### src/rtl/pipe_pkg.sv
// pipe_pkg: shared ID/EX field widths, bit offsets and
// skid-stage state encodings for the elastic pipeline stages.
package pipe_pkg;

  localparam int PC_W  = 32;
  localparam int OP_W  = 32;
  localparam int IMM_W = 12;
  localparam int OPC_W = 7;
  localparam int ALU_W = 1;
  localparam int F7_W  = 7;
  localparam int F3_W  = 3;

  localparam int IDEX_PAYLOAD_W =
    PC_W + 2 * OP_W + IMM_W + OPC_W +
    ALU_W + F7_W + F3_W;

  localparam int F3_LSB  = 0;
  localparam int F7_LSB  = F3_LSB + F3_W;
  localparam int ALU_LSB = F7_LSB + F7_W;
  localparam int OPC_LSB = ALU_LSB + ALU_W;
  localparam int IMM_LSB = OPC_LSB + OPC_W;
  localparam int OP2_LSB = IMM_LSB + IMM_W;
  localparam int OP1_LSB = OP2_LSB + OP_W;
  localparam int PC_LSB  = OP1_LSB + OP_W;

  // {main_valid, skid_valid}; 2'b01 is illegal
  localparam logic [1:0] ST_EMPTY = 2'b00;
  localparam logic [1:0] ST_ONE   = 2'b10;
  localparam logic [1:0] ST_FULL  = 2'b11;

endpackage

### src/rtl/pipe_slot.sv
// pipe_slot: payload register + valid bit.
// Ports: clk, rst, clr (kill), load (d->q, set valid), drop (valid=0), valid, q.
module pipe_slot #(
  parameter int W = 8,
  parameter logic [W-1:0] RESET_VAL = '0
) (
  input  logic         clk,
  input  logic         rst,
  input  logic         clr,
  input  logic         load,
  input  logic         drop,
  input  logic [W-1:0] d,
  output logic         valid,
  output logic [W-1:0] q
);

  always_ff @(posedge clk or posedge rst) begin
    if (rst) begin
      valid <= 1'b0;
      q     <= RESET_VAL;
    end else if (clr) begin
      valid <= 1'b0;
      q     <= RESET_VAL;
    end else if (load) begin
      valid <= 1'b1;
      q     <= d;
    end else if (drop) begin
      valid <= 1'b0;
    end
  end

endmodule

### src/rtl/pipe_stage_skid.sv
// pipe_stage_skid: elastic valid/ready stage with flush and optional skid slot.
// Ports: clk, rst, flush, in_valid/in_ready/in_payload, out_valid/out_ready/out_payload, occupancy.
module pipe_stage_skid
  import pipe_pkg::*;
#(
  parameter int PAYLOAD_W = IDEX_PAYLOAD_W,
  parameter bit SKID = 1'b1,
  parameter logic [PAYLOAD_W-1:0] RESET_VAL = '0
) (
  input  logic                 clk,
  input  logic                 rst,
  input  logic                 flush,
  input  logic                 in_valid,
  output logic                 in_ready,
  input  logic [PAYLOAD_W-1:0] in_payload,
  output logic                 out_valid,
  input  logic                 out_ready,
  output logic [PAYLOAD_W-1:0] out_payload,
  output logic [1:0]           occupancy
);

  logic                 main_v;
  logic [PAYLOAD_W-1:0] main_q;
  logic                 m_load;
  logic                 m_drop;
  logic                 m_clr;
  logic [PAYLOAD_W-1:0] m_d;
  logic                 in_fire;
  logic                 out_fire;

  assign in_fire  = in_valid & in_ready;
  assign out_fire = main_v & out_ready;

  pipe_slot #(
    .W        (PAYLOAD_W),
    .RESET_VAL(RESET_VAL)
  ) u_main (
    .clk  (clk),
    .rst  (rst),
    .clr  (m_clr),
    .load (m_load),
    .drop (m_drop),
    .d    (m_d),
    .valid(main_v),
    .q    (main_q)
  );

  assign out_valid   = main_v;
  assign out_payload = main_q;

  if (SKID) begin : g_skid
    logic                 skid_v;
    logic [PAYLOAD_W-1:0] skid_q;
    logic                 s_load;
    logic                 s_clr;
    logic [1:0]           state;

    pipe_slot #(
      .W        (PAYLOAD_W),
      .RESET_VAL(RESET_VAL)
    ) u_skid (
      .clk  (clk),
      .rst  (rst),
      .clr  (s_clr),
      .load (s_load),
      .drop (1'b0),
      .d    (in_payload),
      .valid(skid_v),
      .q    (skid_q)
    );

    assign state = {main_v, skid_v};

    always_comb begin
      m_load = 1'b0;
      m_drop = 1'b0;
      m_clr  = 1'b0;
      m_d    = in_payload;
      s_load = 1'b0;
      s_clr  = 1'b0;
      if (flush) begin
        m_clr = 1'b1;
        s_clr = 1'b1;
      end else begin
        unique case (state)
          ST_EMPTY: m_load = in_fire;
          ST_ONE: begin
            if (in_fire && out_fire)
              m_load = 1'b1;
            else if (in_fire)
              s_load = 1'b1;
            else if (out_fire)
              m_drop = 1'b1;
          end
          ST_FULL: begin
            if (out_fire) begin
              m_load = 1'b1;
              m_d    = skid_q;
              s_clr  = 1'b1;
            end
          end
          default: begin
            // 01 cannot be reached; recover to EMPTY
            m_clr = 1'b1;
            s_clr = 1'b1;
          end
        endcase
      end
    end

    // registered-only: no path from out_ready or flush
    always_comb begin
      in_ready  = ~skid_v;
      occupancy = {1'b0, main_v} + {1'b0, skid_v};
    end
  end else begin : g_reg
    always_comb begin
      m_clr  = flush;
      m_load = in_fire;
      m_drop = out_fire;
      m_d    = in_payload;
    end

    always_comb begin
      in_ready  = ~main_v | out_ready;
      occupancy = {1'b0, main_v};
    end
  end

endmodule

### config.mk
export PLATFORM = sky130hd
export DESIGN_NAME = pipe_stage_skid
export DESIGN_NICKNAME = d
export VERILOG_FILES = /design/src/rtl/pipe_pkg.sv /design/src/rtl/pipe_slot.sv /design/src/rtl/pipe_stage_skid.sv
export SDC_FILE = /design/constraint.sdc
export NUM_CORES = 1
export LEC_CHECK = 0
export ABC_CLOCK_PERIOD_IN_PS = 11050
export CORE_MARGIN = 2
export CORE_UTILIZATION = 45
export DETAILED_ROUTE_END_ITERATION = 10
export PLACE_DENSITY = 0.7
export SETUP_SLACK_MARGIN = 0.3
export SYNTH_ARGS = -nofsm -noshare
export SYNTH_HDL_FRONTEND = slang
export SYNTH_SLANG_ARGS = --single-unit
### constraint.sdc
create_clock -name clk -period 11.05 [get_ports clk]
set_input_delay 2.21 -clock clk [delete_from_list [all_inputs] [get_ports clk]]
set_output_delay 2.21 -clock clk [all_outputs]
set_load 0.005 [all_outputs]
==> out/summary.txt <==
Vias in the first global route = 9105
Slew HR = 24.0%
Layout cells sized above 1 = 13.4%
Die width = 167 um
Type of the worst setup path = in -> reg
Crit end category = register
First-pass DRT Iterations = 8
Unrepaired setup endpoints after global routing = no
Grt ovf = 0
Final non-filler cell total = 1698
Peak supply drop = 0.111 mV
Fin Clk Skew = 0.00929 ns
Layout area overhead = 28.7%
Clk sinks = 254
Final GP Congestion = 0.785
Switch share = 29.0%
#FFs+latches synth = 254
Vert. Die Dim = 167 um
Core ar. = 26100 sq um
Tightest Hold Check Type = reg -> reg
Most common cell in the netlist = nand2_1
WP data arrival = 5.93 ns
Top_reg_cell synth = dfrtp_1
TritonCTS clock tree = built
Fmax = 182 MHz
Post-Route WL = 30800 um
Pins Over Slew Limit = 0
CTS Buf Count = 28
Cells after Synth = 1138
PwrDens = 169 nW/um^2
Total power = 2.62 mW
Placed insts = 1646
Synth Area per Inst = 10.5 sq um
Die Area = 28000 sq um
CTS H-tree depth = 1
Postcts setup bufs = 0
Min cycle time layout = 5.50 ns
Routed Antenna Nets = 0
Leakage power = 7.07 nW
Cts hold-fix bufs = 0
CP Launch Type = primary input
Initial drt markers = 624
Placed instance area = 14600 sq um
Clk root buf = clkbuf_16
Tightest Pin Transition = 1.14 ns
Cell Area, Synth = 12000 sq um
Status = finished with violations
Number of core rows = 59
DRC viols = 16
Distinct cells, synth = 27
Critical Path RT = 11.48 ns
Fraction of registers with async set/reset = 100%
Total number of yosys warnings = 0
Top post-synthesis cells by area = dfrtp_1 53%, a211oi_2 13%, mux2i_1 10%
Initial Util = 45.9%
Sequential-to-total area share from yosys stat = 52.9%
Clock network fraction of design power = 34.6%
Setup TNS = 0 ns
Synth top area share = 52.9%
Largest net degree at the start of global routing = 124
Port Buf Inserts = 260
WL/cell = 18.2 um
Top Ports = 261
Reg clk slew, reported paths = 0.06 ns
Max-cap viol count = 0
Initial antenna violation count = 1
Post-synth top area cell = dfrtp_1
Hpwl dp = 18300 um
Post-synth EDFFs = 0
Design Area, Final = 15500 sq um
# setup viols final = 0
Clock latency on the worst-skew pair = 0.53 ns
Reg power frac = 41.8%
DR vias = 9074
CP max FO = 91
Total track usage = 21.9%
Internal = 1.86 mW
Final Hold Viols = 0
Drt via density = 5.34
NumNets Final = 1477
Switching pwr = 758 uW
Failing checks = DRC
Combinational fraction of design power = 23.6%
CTS resizes = 0
Post-Syn Nets = 1274
Final period utilization = 49.8%
Max Root-Sink Buffers = 3
First-pass GRT wire length = 50200 um
Synth top cells by count = 258 x nand2_1, 254 x dfrtp_1, 130 x a21oi_1
metal layers:
layer | global-route usage (%) | wire, um | vias up
met4 | 5.52 | 601 | 0
met1 | 31.1 | 13800 | 4472
met5 | 0 | 0 | -
met2 | 34.1 | 14200 | 264
li1 | - | - | 4295
met3 | 5.03 | 2240 | 43
per-stage QoR:
step,hold slack [ns],util [%],setup slack [ns]
floorplan,0.498,-,1.85
global placement,0.509,55.7,5.21
detailed placement,0.514,55.7,5.10
CTS,0.523,59.1,5.60
global route,0.534,59.1,5.26
finish,0.519,59.1,5.55
cells by family after synthesis:
| group | count (synthesis) | synth area share [%] |
|---|---|---|
| buffers and inverters | 102 | 5.13 |
| AND/OR/NAND/NOR | 393 | 12.5 |
| adder cells (fa/ha/maj) | 5 | 0.521 |
| multiplexers | 124 | 10.3 |
| flip-flops | 254 | 52.9 |
| AO/OA/AOI/OAI | 260 | 18.5 |
sequential cells by signal, summed over array words and instances (netlist names):
signal,cells
g_skid.u_skid.q,126
g_skid.u_skid.valid,1
u_main.q,126
u_main.valid,1
worst paths after layout:
kind / from / end / slack, ns / cells after the start
setup / recovery: in_valid / u_main.q[41]$_DFFE_PP0P_ / 5.55 / 7
hold / removal: g_skid.u_skid.q[14]$_DFFE_PP0P_ / g_skid.u_skid.q[14]$_DFFE_PP0P_ / 0.52 / 2
setup reg to reg: u_main.valid$_DFFE_PP0P_ / u_main.q[41]$_DFFE_PP0P_ / 7.15 / 7
hold reg to reg: g_skid.u_skid.q[14]$_DFFE_PP0P_ / g_skid.u_skid.q[14]$_DFFE_PP0P_ / 0.52 / 2
max in group asynchronous: rst / g_skid.u_skid.q[47]$_DFFE_PP0P_ / 7.30 / 3
min in group asynchronous: rst / u_main.q[41]$_DFFE_PP0P_ / 2.24 / 2
power groups by stage:
stage | clock network, mW | logic [mW] | registers (mW)
2_1_floorplan | 0 | 0.351 | 1.11
3_3_place_gp | 0 | 0.609 | 1.11
3_5_place_dp | 0 | 0.622 | 1.11
4_1_cts | 0.926 | 0.625 | 1.09
5_1_grt | 0.969 | 0.676 | 1.11
6_report | 0.904 | 0.618 | 1.09
cell usage in the layout, fill, tap and decap left out, types with 2 or more instances in the layout:
| cell | instances |
|---|---|
| a211oi_1 | 4 |
| clkdlybuf4s50_1 | 260 |
| o21ai_0 | 2 |
| inv_1 | 2 |
| nand2_1 | 258 |
| ha_1 | 5 |
| clkbuf_1 | 7 |
| a211oi_2 | 120 |
| dfrtp_1 | 254 |
| mux2i_1 | 124 |
| a21oi_1 | 130 |
| clkinv_2 | 6 |
| clkbuf_16 | 29 |
| buf_4 | 12 |
| nor2_1 | 125 |
| clkbuf_8 | 8 |
critical path: stages:
cell and delay [ns]:
clkdlybuf4s50_1 0.46, nor2b_1 0.42, a311o_2 0.65, buf_4 0.68
buf_4 0.99, nor2_1 0.16, a211oi_2 0.26
final cells by class:
cell class | instances | area (sq um)
Antenna cell | 1 | 2.50
Tap cell | 335 | 419
Clock buffer | 44 | 862
Fill cell | 2194 | 10700
Clock inverter | 7 | 37.5
Timing Repair Buffer | 272 | 2690
Inverter | 3 | 18.8
Multi-Input combinational cell | 782 | 5060
Sequential cell | 254 | 6360
Power figures use the tool's default switching activity.
